[config.mk]
export PLATFORM = sky130hd
export DESIGN_NAME = mux_collect_83_lxy_flat
export DESIGN_NICKNAME = d
export VERILOG_FILES = /design/src/rtl/mux_collect_83_lxy_if.sv /design/src/rtl/mux_collect_83_lxy.sv /design/src/flat_wrapper.sv
export SDC_FILE = /design/constraint.sdc
export NUM_CORES = 1
export LEC_CHECK = 0
export ABC_AREA = 1
export CORE_MARGIN = 4
export CORE_UTILIZATION = 40
export DETAILED_ROUTE_END_ITERATION = 8
export PLACE_DENSITY = 0.69
export SLEW_MARGIN = 20
export SYNTH_ARGS = -nofsm -noshare
export SYNTH_HDL_FRONTEND = slang
export SYNTH_SLANG_ARGS = --single-unit
[constraint.sdc]
create_clock -name sys_clk -period 4.04 [get_ports sys_clk]
set_input_delay 0.404 -clock sys_clk [delete_from_list [all_inputs] [get_ports sys_clk]]
set_output_delay 0.404 -clock sys_clk [all_outputs]
set_load 0.01 [all_outputs]
[src/rtl/mux_collect_83_lxy_if.sv]
// mux_collect_83_lxy_if: request/data/ack bundle for the 8-to-1 collector plus its valid/ready output
interface mux_collect_83_lxy_if #(parameter int DATA_W = 4);
    logic              en;
    logic [7:0]        req_n;
    logic [DATA_W-1:0] data_in [8];
    logic [7:0]        ack_n;
    logic [2:0]        sel;
    logic [DATA_W-1:0] data_out;
    logic              valid;
    logic              ready;
    modport master (output en, req_n, data_in, ready, input ack_n, sel, data_out, valid);
    modport slave  (input en, req_n, data_in, ready, output ack_n, sel, data_out, valid);
endinterface

[src/rtl/mux_collect_83_lxy.sv]
// mux_collect_83_lxy: round-robin 8-to-1 collector with valid/ready output and per-channel ack pulse
module mux_collect_83_lxy #(
    parameter int DATA_W = 4
) (
    input logic                 sys_clk,
    input logic                 sys_rst_n,
    mux_collect_83_lxy_if.slave bus
);
    typedef enum logic {IDLE, HOLD} state_t;
    state_t            state_q;
    logic [2:0]        ptr_q;
    logic [2:0]        sel_q;
    logic [2:0]        grant_d;
    logic [DATA_W-1:0] data_q;
    logic [7:0]        ack_n_q;
    logic [7:0]        elig_d;
    logic              valid_q;
    logic              found_d;
    logic              take_d;

    assign bus.ack_n    = ack_n_q;
    assign bus.sel      = sel_q;
    assign bus.data_out = data_q;
    assign bus.valid    = valid_q;

    // rotating first-fit search from ptr; a channel still being acked is masked so it is not taken twice
    always_comb begin
        elig_d  = ~bus.req_n & ack_n_q;
        found_d = 1'b0;
        grant_d = 3'd0;
        for (int i = 0; i < 8; i++) begin
            if (!found_d && elig_d[ptr_q + 3'(i)]) begin
                found_d = 1'b1;
                grant_d = ptr_q + 3'(i);
            end
        end
        take_d = bus.en && found_d && (state_q == IDLE || bus.ready);
    end

    // capture on grant (back-to-back from HOLD when ready), otherwise release after handshake
    always_ff @(posedge sys_clk or negedge sys_rst_n) begin
        if (!sys_rst_n) begin
            state_q <= IDLE;
            valid_q <= 1'b0;
            sel_q   <= 3'd0;
            data_q  <= '0;
            ack_n_q <= 8'hFF;
            ptr_q   <= 3'd0;
        end else begin
            ack_n_q <= take_d ? ~(8'b1 << grant_d) : 8'hFF;
            if (take_d) begin
                state_q <= HOLD;
                valid_q <= 1'b1;
                sel_q   <= grant_d;
                data_q  <= bus.data_in[grant_d];
                ptr_q   <= grant_d + 3'd1;
            end else if (state_q == HOLD && bus.ready) begin
                state_q <= IDLE;
                valid_q <= 1'b0;
            end
        end
    end
endmodule
[src/flat_wrapper.sv]
// flat-port wrapper written by rule: the top's interface ports become plain ports
module mux_collect_83_lxy_flat 
#(
    parameter int DATA_W = 4
)
  (sys_clk, sys_rst_n, bus_en, bus_req_n, bus_data_in, bus_ready, bus_ack_n, bus_sel, bus_data_out, bus_valid);
  mux_collect_83_lxy_if #(.DATA_W(DATA_W)) bus_i ();
  input logic sys_clk;
  input logic sys_rst_n;
  input wire logic [$bits(bus_i.en)-1:0] bus_en;
  input wire logic [$bits(bus_i.req_n)-1:0] bus_req_n;
  input wire logic [$bits(bus_i.data_in)-1:0] bus_data_in;
  input wire logic [$bits(bus_i.ready)-1:0] bus_ready;
  output wire logic [$bits(bus_i.ack_n)-1:0] bus_ack_n;
  output wire logic [$bits(bus_i.sel)-1:0] bus_sel;
  output wire logic [$bits(bus_i.data_out)-1:0] bus_data_out;
  output wire logic [$bits(bus_i.valid)-1:0] bus_valid;
  assign bus_i.en = bus_en;
  assign bus_i.req_n = bus_req_n;
  assign bus_i.data_in = {>>{bus_data_in}};
  assign bus_i.ready = bus_ready;
  assign bus_ack_n = bus_i.ack_n;
  assign bus_sel = bus_i.sel;
  assign bus_data_out = bus_i.data_out;
  assign bus_valid = bus_i.valid;
  mux_collect_83_lxy #(.DATA_W(DATA_W)) u_core (.sys_clk(sys_clk), .sys_rst_n(sys_rst_n), .bus(bus_i));
endmodule
==> flow_summary.ini <==
[timing]
fin_worst_skew_ns = 0.00469
finalHoldViolCount = 0
finalSetupViolCount = 0
fin_crit_sh_pct = 87.9
rsz0062_at_grt = no
worst_slew_pin_slew_ns = 0.803
slew_violations = 0
max-slew-margin-rel_pct = 46.3
fmax_mhz = 282
fin_crit_ns = 3.55
finalSetupTns_ns = 0

[synth]
synthCells = 321
ys_types = 35
synth-seq-area-share_pct = 23.6
ys_warn_count = 0
dominantRegCellSynth = dfrtp_1
netlist.area_leader.share_pct = 18.0
synth_edf_count = 0
synth_area_leader_cell = nand3_1
avgSynthCellArea_um2 = 6.41
synth_most_common_cell = nand2_1
ys_async_sr_fraction_pct = 100
synth.net_count = 368
synth_common_cells = nand2_1, nand3_1, inv_1
synth-seq-cells = 19
syn_area_um2 = 2060
synthTopCellsByArea = nand3_1, nand2_1, dfrtp_1

[clock_tree]
cts_resized = 0
htree_levels = 1
clk_pin_slew_ns = 0.07
clockBufferDepth = 2
clk_latency_ns = 0.26
hold_buffers = 0
cts_buffers = 3
cts_sinks = 19
cts_root_buffer = clkbuf_8
postCtsSetupBuffers = 0
cts_tree = yes

[floorplanning]
io-pin-count = 60
rows = 25
initial_core_util_pct = 42.4
dieArea_um2 = 6350
fp.dieH_um = 79.7
coreArea_um2 = 4850
die_x_um = 79.7

[run]
max_cap_viol_count = 0

[detailed_routing]
vias = 2219
wl_um = 5650
dr.pass1.iters = 4
vias_per_cell = 5.00
ant_nets = 0
routedWlPerCell_um = 12.7
drtIter0Drc = 129
drc = 0

[min_path]
min_from = u_core.bus.sel[0]$_DFFE_PN0N_
worstHoldPathCells = 1
hold_path_class = register to register
hold_path_end = u_core.bus.sel[0]$_DFFE_PN0N_

[critical_path]
crit_arrival_ns = 3.69
crit_type = register to register
path_common_cell = nor2_1
r2r_slack_ns = 0.49
cp-start-kind = register
slowest_stage = dfrtp_1
path_buf_inv = 3
worstRegToRegCells = 16
crit_family = simple AND/OR/NAND/NOR gates
crit_chain = inv_2 > ha_1 > inv_1 > nand3_1 > nand2_1 > nor2_1 > a31oi_2 > inv_2 > nand3_1 > nor2_1 > nand3b_1 > nor2_1 > nor2_1 > ha_1 > nand2_1 > o21ai_1
cpPeakStageDelay_ns = 0.70
critical_path.max_fanout = 13
r2r-end = u_core.ptr_q[2]$_DFFE_PN0N_
crit_path_end_kind = register
required_ns = 4.18
reg2reg_from = u_core.ptr_q[0]$_DFFE_PN0N_

[grt]
grtUsageTotal_pct = 19.1
grt_max_degree = 20
antenna_found_initial = 0
grt.overflow.total = 0
grt_pass1_wl_um = 9800
grt_pass1_vias = 2221

[final_layout]
fin_nets = 425
fillers = 486
num_antenna_cells = 0
drive_above_1_share_pct = 14.3
final-seq-area_um2 = 485
multi_input_area_um2 = 1290
syn_to_final_growth_pct = 31.9

[place]
dp_hpwl_um = 4560
routabilityCongestion = 0.950
port_buffers = 59

[run_status]
status = completed
==> kinds of logic (layout without fill, tap and decap cells) <==
family,after synthesis,after routing,share of synthesized area (%)
AO/OA/AOI/OAI,19,19,6.08
AND/OR/NAND/NOR,215,215,52.4
adder cells (fa/ha/maj),3,3,1.83
XOR/XNOR,3,3,2.37
buffers and inverters,62,118,13.7
flip-flops,19,19,23.6
==> cells in the final DEF, fill, tap and decap left out <==
cell type | netlist | final
a21oi_1 | 2 | 2
a21oi_2 | 1 | 1
a31oi_1 | 1 | 1
a31oi_2 | 1 | 1
buf_4 | 3 | 2
clkbuf_8 | 0 | 3
clkdlybuf4s50_1 | 0 | 59
clkinv_2 | 1 | 1
clkinvlp_4 | 0 | 1
dfrtp_1 | 11 | 11
dfstp_2 | 8 | 8
ha_1 | 3 | 3
inv_1 | 45 | 45
inv_2 | 7 | 7
nand2_1 | 86 | 86
nand2_2 | 8 | 8
nand3_1 | 74 | 74
nand3_2 | 8 | 8
nand3_4 | 1 | 1
nand3b_1 | 5 | 5
nand4_1 | 4 | 4
nand4_2 | 1 | 1
nand4_4 | 1 | 1
nor2_1 | 18 | 18
nor2_2 | 3 | 3
nor2_4 | 4 | 4
nor3_1 | 2 | 2
o211ai_1 | 1 | 1
o211ai_2 | 1 | 1
o21a_1 | 1 | 1
o21ai_0 | 3 | 3
o21ai_1 | 6 | 6
o21bai_1 | 2 | 2
xnor2_2 | 2 | 2
xor2_2 | 1 | 1
==> worst max-delay path by stage <==
stage          slack (ns)                     endpoint  cells past startpoint                   startpoint
3_5_place_dp         0.49  u_core.ptr_q[2]$_DFFE_PN0N_                     16  u_core.ptr_q[0]$_DFFE_PN0N_
2_1_floorplan        1.20  u_core.ptr_q[2]$_DFFE_PN0N_                     18  u_core.ptr_q[0]$_DFFE_PN0N_
6_report             0.49  u_core.ptr_q[2]$_DFFE_PN0N_                     16  u_core.ptr_q[0]$_DFFE_PN0N_
4_1_cts              0.43  u_core.ptr_q[2]$_DFFE_PN0N_                     16  u_core.ptr_q[0]$_DFFE_PN0N_
5_1_grt              0.09  u_core.ptr_q[2]$_DFFE_PN0N_                     16  u_core.ptr_q[1]$_DFFE_PN0N_
3_3_place_gp         0.56  u_core.ptr_q[2]$_DFFE_PN0N_                     16  u_core.ptr_q[0]$_DFFE_PN0N_
==> area by class of cell <==
type	instances	area share (%)
clock inverter	1	0.277
multi-input combinational	240	47.5
timing repair buffer	61	22.3
tap	67	3.09
clock buffer	3	1.52
sequential	19	17.9
inverter	53	7.38
==> sequential cells by signal, indices dropped and copies added (netlist names) <==
register             count
u_core.ptr_q             3
u_core.bus.data_out      4
u_core.bus.valid         1
u_core.bus.ack_n         8
u_core.bus.sel           3
==> layer usage <==
| metal | up-vias | track usage [%] | wire length (µm) |
|---|---|---|---|
| met5 | - | 0 | 0 |
| met4 | 0 | 9.62 | 171 |
| met3 | 15 | 3.27 | 343 |
| met2 | 87 | 31.1 | 2590 |
| met1 | 966 | 24.1 | 2550 |
| li1 | 1151 | - | - |
==> metrics by stage <==
stage | hold WS, ns | area [µm²] | setup WS [ns] | utilization [%] | cells
after floorplan | 0.108 | 2060 | 1.20 | - | 321
after global placement | 0.479 | 2670 | 0.560 | 55.0 | 440
after detailed placement | 0.488 | 2670 | 0.494 | 55.0 | 440
after CTS | 0.505 | 2710 | 0.430 | 56.0 | 444
after global routing | 0.533 | 2710 | 0.0908 | 56.0 | 444
final | 0.504 | 2710 | 0.489 | 56.0 | 444
Power is left out: the tool's default activity adds up to more than one toggle a clock period on the data nets, which glitch-free logic cannot reach.
==> variant, RTL diff (config.mk and constraints unchanged) <==
`DATA_W` is set to 4 in 3 places; all go to 5.
--- a/src/rtl/mux_collect_83_lxy_if.sv
+++ b/src/rtl/mux_collect_83_lxy_if.sv
@@ -1,3 +1,3 @@
 // mux_collect_83_lxy_if: request/data/ack bundle for the 8-to-1 collector plus its valid/ready output
-interface mux_collect_83_lxy_if #(parameter int DATA_W = 4);
+interface mux_collect_83_lxy_if #(parameter int DATA_W = 5);
     logic              en;
--- a/src/rtl/mux_collect_83_lxy.sv
+++ b/src/rtl/mux_collect_83_lxy.sv
@@ -2,3 +2,3 @@
 module mux_collect_83_lxy #(
-    parameter int DATA_W = 4
+    parameter int DATA_W = 5
 ) (
--- a/src/flat_wrapper.sv
+++ b/src/flat_wrapper.sv
@@ -3,3 +3,3 @@
 #(
-    parameter int DATA_W = 4
+    parameter int DATA_W = 5
 )
Ports: changed (resized bus_data_in and bus_data_out); port bits go from 60 to 69. No check against the original RTL was run, so the function may have changed too.
==> variant against the unedited design <==
- cell area grew 8.5%
- area after synthesis grew 5.2%
- core utilization grew 0.94 points
- via count grew 9.2%
- sequential cell count grew 1
- global-route usage grew 1.2 points
- worst setup slack gained 0.35 ns
- die area grew 4.7%
- routed wire length grew 13%
- first-iteration DRC count grew 3.1%
- non-clock buffer count grew 13
Power is not shown: default switching activity piles up to over one toggle a cycle in this logic, so the estimate is an artifact.
==> variant: results (changes against the unedited design) <==
<table>
<tr><th>Metric</th><th>Value</th></tr>
<tr><th colspan="2">Layout</th></tr>
<tr><td>Ratio of cells with drive above 1 in the final layout</td><td>11.3% (-3.0 points)</td></tr>
<tr><td>Number of nets in the finished design</td><td>472 (+11%)</td></tr>
<tr><th colspan="2">Placed design</th></tr>
<tr><td>Final RePlAce weighted congestion</td><td>1.01 (+6.6%)</td></tr>
<tr><td>Port bufs</td><td>68 (+15%)</td></tr>
<tr><td>HPWL reported at the end of detailed placement</td><td>5170 um (+13%)</td></tr>
<tr><th colspan="2">Synth</th></tr>
<tr><td>Compound-gate portion of the synthesized area</td><td>6.07% (-0.013 points)</td></tr>
<tr><td>Post-synthesis adder-cell area fraction</td><td>1.73% (-0.091 points)</td></tr>
<tr><td>Synth cell count leaders</td><td>sky130_fd_sc_hd__nand2_1 (99), sky130_fd_sc_hd__nand3_1 (87), sky130_fd_sc_hd__inv_1 (54)</td></tr>
<tr><td>Xor and xnor area share after synthesis</td><td>1.91% (-0.46 points)</td></tr>
<tr><td>Top cells by area in the synthesized netlist</td><td>sky130_fd_sc_hd__nand3_1 (20%), sky130_fd_sc_hd__nand2_1 (17%), sky130_fd_sc_hd__dfrtp_1 (14%)</td></tr>
<tr><td>Synthesized Nets</td><td>406 (+10%)</td></tr>
<tr><td>Number of distinct standard cells referenced by the synthesized netlist</td><td>34 (-2.9%)</td></tr>
<tr><th colspan="2">GRT</th></tr>
<tr><td>Pin count of the biggest net entering global routing</td><td>23 (+15%)</td></tr>
<tr><td>Grt met2 use</td><td>35.3% (+4.1 points)</td></tr>
<tr><td>Vias in the first global route</td><td>2359 (+6.2%)</td></tr>
<tr><td>Met1 global-route usage</td><td>23.5% (-0.58 points)</td></tr>
<tr><th colspan="2">Detailed routing</th></tr>
<tr><td>Met1 routed wirelength after detailed routing</td><td>2670 um (+5.0%)</td></tr>
<tr><td>Detailed router's first-iteration violation count</td><td>133 (+3.1%)</td></tr>
<tr><td>Average via count per standard cell</td><td>4.99 (-0.24%)</td></tr>
<tr><td>Wire length on met3</td><td>400 um (+17%)</td></tr>
<tr><td>Wire per inst</td><td>13.1 um (+3.0%)</td></tr>
<tr><th colspan="2">Critical path</th></tr>
<tr><td>Max incr delay on CP</td><td>0.47 ns (-0.23 ns)</td></tr>
<tr><td>Slowest cell on the critical path</td><td>sky130_fd_sc_hd__nor2_2</td></tr>
<tr><th colspan="2">Min path</th></tr>
<tr><td>Number of cells on the worst hold path</td><td>2 (+1)</td></tr>
<tr><td>Worst hold path class</td><td>reg -&gt; reg</td></tr>
<tr><th colspan="2">Timing</th></tr>
<tr><td>Transition time of the tightest slew-check pin</td><td>0.873 ns (+0.0695 ns)</td></tr>
<tr><td>Post-route clock skew</td><td>0.00274 ns (-0.00195 ns)</td></tr>
<tr><th colspan="2">Status</th></tr>
<tr><td>Outcome</td><td>finished clean</td></tr>
</table>
## variant: changes by cell type after synthesis, moves of 2 or more
cell,before,now
sky130_fd_sc_hd__nand2_2,8,3
sky130_fd_sc_hd__inv_1,45,54
sky130_fd_sc_hd__nand3_1,74,87
sky130_fd_sc_hd__buf_6,3,5
sky130_fd_sc_hd__nand3_2,8,4
sky130_fd_sc_hd__nand2_1,86,99
## variant: worst paths after layout
check / startpoint / end / slack [ns]
worst max-delay path: u_core.ptr_q[1] / u_core.ptr_q[2] / 0.84
worst min-delay path: u_core.bus.sel[1] / u_core.bus.sel[1] / 0.50
worst max register to register: u_core.ptr_q[1] / u_core.ptr_q[2] / 0.84
worst min register to register: u_core.bus.sel[1] / u_core.bus.sel[1] / 0.50
max in group asynchronous: sys_rst_n / u_core.bus.valid / 2.87
min in group asynchronous: sys_rst_n / u_core.bus.sel[0] / 0.63
## variant: through the flow
stage	utilization [%]	hold slack, ns	area (um^2)	instances	setup WS [ns]
6_report	56.9	0.501	2940	486	0.839
5_1_grt	56.9	0.537	2940	486	0.552
4_1_cts	56.9	0.503	2940	486	0.855
3_5_place_dp	55.5	0.485	2870	482	0.873
3_3_place_gp	55.5	0.479	2870	482	0.935
2_1_floorplan	-	0.108	2160	351	1.21
## variant: cell families (layout without fill, tap and decap cells)
logic type	count (synthesis)	count (layout)
compound gates	19	19
simple gates	233	233
buf+inv	73	138
xor+xnor	3	3
fa+ha+maj	3	3
flops	20	20
## variant: area by class of cell
type	instances	area [um^2]
clock buffer	3	41.3
clock inverter	1	30.0
fill	520	2230
inverter	60	225
multi-input combinational	258	1320
sequential	20	510
tap	70	87.6
timing repair buffer	74	726
